<file path="src/rtl/regs_mover.sv">
// Register-to-register move sequencer in front of the regs block (read on L, write back on W).
// Optional byte swap of the value in flight: define REGS_MOVER_SWAP_EN.
module regs_mover #(
    parameter int RD_CYC = 2,
    parameter int SETUP  = 1,
    parameter int WR_CYC = 2
) (
    input  logic        clk_sys,
    input  logic        rst,
    input  logic        start,
    input  logic [2:0]  src,
    input  logic [2:0]  dst,
    input  logic        op_swap,
    output logic        busy,
    output logic        done,
    output logic [15:0] data,
    input  logic [15:0] l,
    output logic [15:0] w,
    output logic        ra,
    output logic        rb,
    output logic        czytrn_,
    output logic        czytrw_,
    output logic        piszrn_,
    output logic        piszrw_
);

    typedef enum logic [2:0] {IDLE, RD, SET, WR, FIN} state_t;

    state_t      r_state;
    state_t      w_next;
    logic [7:0]  r_cnt;
    logic [7:0]  w_cntNext;
    logic [2:0]  r_src;
    logic [2:0]  r_dst;
    logic        r_swap;
    logic [15:0] r_data;
    logic [15:0] w_xfer;
    logic        w_rdLast;

`ifdef REGS_MOVER_SWAP_EN
    assign w_xfer = r_swap ? {r_data[7:0], r_data[15:8]} : r_data;
`else
    // Both arms identical: op_swap is latched but has no effect on the bus
    assign w_xfer = r_swap ? r_data : r_data;
`endif

    assign w_rdLast = (r_state == RD) && (r_cnt == 8'(RD_CYC - 1));
    assign data     = r_data;

    always_ff @(posedge clk_sys or posedge rst) begin
        if (rst) begin
            r_state <= IDLE;
            r_cnt   <= '0;
            r_src   <= '0;
            r_dst   <= '0;
            r_swap  <= 1'b0;
            r_data  <= 16'h0000;
        end else begin
            r_state <= w_next;
            r_cnt   <= w_cntNext;
            if (r_state == IDLE && start) begin
                r_src  <= src;
                r_dst  <= dst;
                r_swap <= op_swap;
            end
            if (w_rdLast) begin
                r_data <= l;
            end
        end
    end

    // Strobes and bus levels decode purely from state, so reset releases them immediately
    always_comb begin
        w_next    = r_state;
        w_cntNext = '0;
        busy      = 1'b0;
        done      = 1'b0;
        ra        = 1'b0;
        rb        = 1'b0;
        w         = 16'hffff;
        czytrn_   = 1'b1;
        czytrw_   = 1'b1;
        piszrn_   = 1'b1;
        piszrw_   = 1'b1;
        case (r_state)
            IDLE: begin
                if (start) begin
                    w_next = RD;
                end
            end
            RD: begin
                busy    = 1'b1;
                ra      = r_src[1];
                rb      = r_src[0];
                czytrn_ = r_src[2];
                czytrw_ = ~r_src[2];
                if (w_rdLast) begin
                    w_next = (SETUP == 0) ? WR : SET;
                end else begin
                    w_cntNext = r_cnt + 8'd1;
                end
            end
            SET: begin
                busy = 1'b1;
                ra   = r_dst[1];
                rb   = r_dst[0];
                w    = w_xfer;
                if (r_cnt == 8'(SETUP - 1)) begin
                    w_next = WR;
                end else begin
                    w_cntNext = r_cnt + 8'd1;
                end
            end
            WR: begin
                busy    = 1'b1;
                ra      = r_dst[1];
                rb      = r_dst[0];
                w       = w_xfer;
                piszrn_ = r_dst[2];
                piszrw_ = ~r_dst[2];
                if (r_cnt == 8'(WR_CYC - 1)) begin
                    w_next = FIN;
                end else begin
                    w_cntNext = r_cnt + 8'd1;
                end
            end
            FIN: begin
                done   = 1'b1;
                ra     = r_dst[1];
                rb     = r_dst[0];
                w      = w_xfer;
                w_next = IDLE;
            end
            default: begin
                w_next = IDLE;
            end
        endcase
    end

endmodule
</file>
<file path="config.mk">
export PLATFORM = sky130hd
export DESIGN_NAME = regs_mover
export DESIGN_NICKNAME = d
export VERILOG_FILES = /design/src/rtl/regs_mover.sv
export SDC_FILE = /design/constraint.sdc
export NUM_CORES = 1
export LEC_CHECK = 0
export BUFFER_PORTS_ARGS = -buffer_cell sky130_fd_sc_hd__buf_2
export CAP_MARGIN = 20
export CORE_MARGIN = 10
export CORE_UTILIZATION = 43
export DETAILED_ROUTE_END_ITERATION = 12
export HOLD_SLACK_MARGIN = 0.08
export PLACE_DENSITY = 0.75
export SLEW_MARGIN = 20
export SYNTH_ARGS = -nofsm -noshare
export SYNTH_HDL_FRONTEND = slang
export SYNTH_SLANG_ARGS = --single-unit
</file>
<file path="constraint.sdc">
create_clock -name clk_sys -period 1.8 [get_ports clk_sys]
set_clock_uncertainty 0.2 [all_clocks]
set_input_delay 0.27 -clock clk_sys [delete_from_list [all_inputs] [get_ports clk_sys]]
set_output_delay 0.27 -clock clk_sys [all_outputs]
set_load 0.02 [all_outputs]
</file>
==> key figures <==
Placed design
  – Dpl cell area: 2180 sq um
  – Placement Setup Slack: -415 ps
  – Placer congestion estimate: 0.762
  – Number of buffers added on ports: 64
  – Post-DP HPWL: 3090 um

Floorplanning
  – I/O pins: 66
  – Placeable Area: 3660 sq um
  – Die width: 81.6 um
  – Number of cell rows: 22
  – Initial Util: 0.446
  – Die ar.: 6670 sq um
  – Die height: 81.6 um

Critical path
  – Reg2Reg Depth: 6
  – CP endpoint kind: output pin
  – WS Path Type: flop to output pin
  – Critical path arrival: 1610 ps
  – Crit-path leading delay family: simple AND/OR/NAND/NOR gates
  – CP bufs+invs: 2
  – Max stage delay on crit path: 430 ps
  – CP Cell Sequence: nor2_2 > and2_4 > nor2_4 > clkbuf_16 > or2_4 > buf_6
  – Startpoint types: flop
  – Reg-to-reg endpoint: r_src[1]
  – FF-to-FF Start: r_state[2]
  – Critical Path Slowest Stage Cell: dfrtp_1
  – CP Max Fanout: 7
  – Worst endpoint required time: 1330 ps
  – Reg2Reg Setup Slack: -130 ps

Synth
  – EDFF count, synth: 0
  – Synth Instances: 136
  – Synthesized area per cell: 12.0 sq um
  – Yosys warning count: 0
  – Top_reg_cell synth: dfrtp_1
  – Synth cell types: 27
  – Synthesized flop and latch total: 33
  – FFs w/ async S/R, synth: 1.00
  – Post-Syn Area: 1630 sq um
  – Syn Nets: 165
  – Register area share after synthesis: 0.505

Final layout
  – Final Core Density: 0.784
  – Share of post-route cells with drive strength above 1: 0.621
  – Area grow syn2layout: 75.6%
  – Finished Cell Area: 2870 sq um
  – Antenna diodes: 0
  – Final net count: 285

Drt
  – Final ANT Viol Nets: 0
  – First DRT Iteration DRCs: 86
  – Drt wl/cell: 18.1 um
  – First-pass DRT Iterations: 4
  – Residual DRC count: 0
  – Vias per std cell: 4.86
  – Total Wirelength: 5500 um
  – Vias post-DR: 1478

Hold path
  – Worst Hold Depth: 3
  – Sink of the worst hold path: r_state[0]
  – Hold Crit Class: input pin to flop
  – Hold_sp: start

Global route
  – Antenna violations before repair: 0
  – First-pass GRT wire length: 7390 um
  – Tot GR Track Use: 0.142
  – Largest net degree at the start of global routing: 34
  – Number of global-route vias before repair: 1517
  – Gr ovfl total: 0

Clock tree
  – Worst-skew pair later-pin latency: 280 ps
  – Sink Count: 33
  – Inserted Clock Buffers: 5
  – CTS tree: built
  – H-tree level count: 2
  – CTS clk-pin slew, worst paths: 60 ps
  – Maximum root-to-sink buffer count: 2
  – Clk root buf: clkbuf_8

Power and ir drop
  – Internal power: 3.39 mW
  – Reg power frac: 0.233
  – Leak: 1.40 nW
  – Combinational group share of total power: 0.671
  – Net Sw Frac: 0.413
  – Clock network power share: 0.096
  – Psw: 2.38 mW
  – Max VDD drop: 0.00100 V
  – Pwr Density: 2010 nW/um^2

STA
  – Worst Tran Pin Value: 419 ps
  – Final Hold Viols: 0
  – Tcrit/Tclk final: 1.15
  – Final worst slack: -278 ps
  – Setup TNS: -7370 ps
  – Slew Limit Fails: 0
  – RSZ-0062 raised after global routing: yes
  – Min Clock Period, post-route: 2080 ps
  – Endpoints failing setup: 44
  – Slew HR: 0.721
  – FMAX: 0.481 GHz

Status
  – Status: complete, but fails checks
  – Failing checks: negative setup slack

Job
  – Max Cap Viol: 0
-- layout make-up --
| type | count | area [sq um] |
|---|---|---|
| fillers | 206 | 792 |
| well taps | 48 | 60.1 |
| multi-input cells | 94 | 915 |
| repair buffers | 117 | 962 |
| inverters | 5 | 18.8 |
| clock buffers | 7 | 86.3 |
| flip-flops and latches | 33 | 827 |
-- worst min-delay path, cell delays in order --
cell and delay [ps]:
buf_2 100, a21oi_1 80, a21oi_1 200
-- kinds of logic after synthesis --
| kind of cell | count (synthesis) | share of synthesized area |
|---|---|---|
| DFF | 33 | 0.505 |
| buffers and inverters | 9 | 0.0260 |
| adders and majority gates | 3 | 0.0230 |
| AOI/OAI and AO/OA | 7 | 0.0291 |
| xor gates and xnor gates | 7 | 0.0375 |
| muxes | 22 | 0.175 |
| and+or+nand+nor | 55 | 0.204 |
-- state kept, by name, indices dropped and copies added, names as in the netlist --
| signal | count |
|---|---|
| data | 16 |
| r_cnt | 8 |
| r_dst | 3 |
| r_src | 3 |
| r_state | 3 |
-- power by group through the flow --
stage                     sequential, mW  clock (mW)  combinational (mW)
after CTS                           1.30       0.559                3.24
after global placement              1.30           0                2.75
after floorplan                     1.52           0                1.63
final                               1.34       0.553                3.88
after detailed placement            1.32           0                2.79
after global routing                1.38       0.601                4.09
-- cells in the mapped netlist (2+ instances only) --
cell type	n	area [sq um]
nand2_1	6	22.5
a21oi_1	2	10.0
nand4_1	2	12.5
and3_1	2	12.5
inv_1	5	18.8
dfrtp_1	33	826
mux2_2	12	135
xnor2_1	2	17.5
nand3_1	7	35.0
clkbuf_1	2	7.51
ha_1	3	37.5
xor2_1	5	43.8
o21ai_0	2	10.0
mux2_4	10	150
or2_2	17	106
nor2_1	15	56.3
-- what timing repair did --
| item | in CTS | in global routing |
|---|---|---|
| hold endpoints to repair | 55 | 0 |
| cloned | 0 | 1 |
| pin swaps | 4 | 8 |
| setup endpoints to repair | 22 | 52 |
| buffers inserted | 5 | 4 |
| gates resized for setup | 38 | 42 |
| hold buffers | 23 | 0 |
-- worst max-delay path by stage --
stage	startpoint	endpoint	cells past startpoint
final	r_state[1]	w[8]	6
after global routing	r_state[1]	w[8]	6
after CTS	r_state[1]	w[4]	5
after detailed placement	r_state[1]	w[13]	5
after global placement	r_state[1]	w[6]	5
after floorplan	r_cnt[5]	data[0]	4
-- through the flow --
step	power [mW]	cells	hold slack [ps]
3_3_place_gp	4.05	264	181
6_report	5.77	304	225
3_5_place_dp	4.10	264	180
4_1_cts	5.10	299	128
2_1_floorplan	3.14	136	199
5_1_grt	6.07	304	213
-- metal layers --
layer,wire (um),GRT usage
met5,0,0
met4,106,0.0612
met3,264,0.0448
met2,3070,0.252
met1,2070,0.151
-- cell usage in the layout (no fill, tap or decap), types with 2 or more instances in the layout --
cell | netlist | final
nor2_4 | 0 | 7
nand4_1 | 2 | 2
buf_12 | 0 | 2
mux2_2 | 12 | 8
nand3_1 | 7 | 7
nor2_1 | 15 | 5
buf_4 | 0 | 22
buf_6 | 1 | 25
clkbuf_8 | 0 | 6
dfrtp_1 | 33 | 32
nand2_1 | 6 | 5
nor2_2 | 0 | 3
buf_2 | 1 | 44
xor2_1 | 5 | 5
inv_1 | 5 | 4
xnor2_1 | 2 | 2
mux2_4 | 10 | 14
dlygate4sd3_1 | 0 | 23
or2_4 | 0 | 16
a21oi_1 | 2 | 2
and3_1 | 2 | 2
ha_1 | 3 | 3
Power figures use the tool's default switching activity.
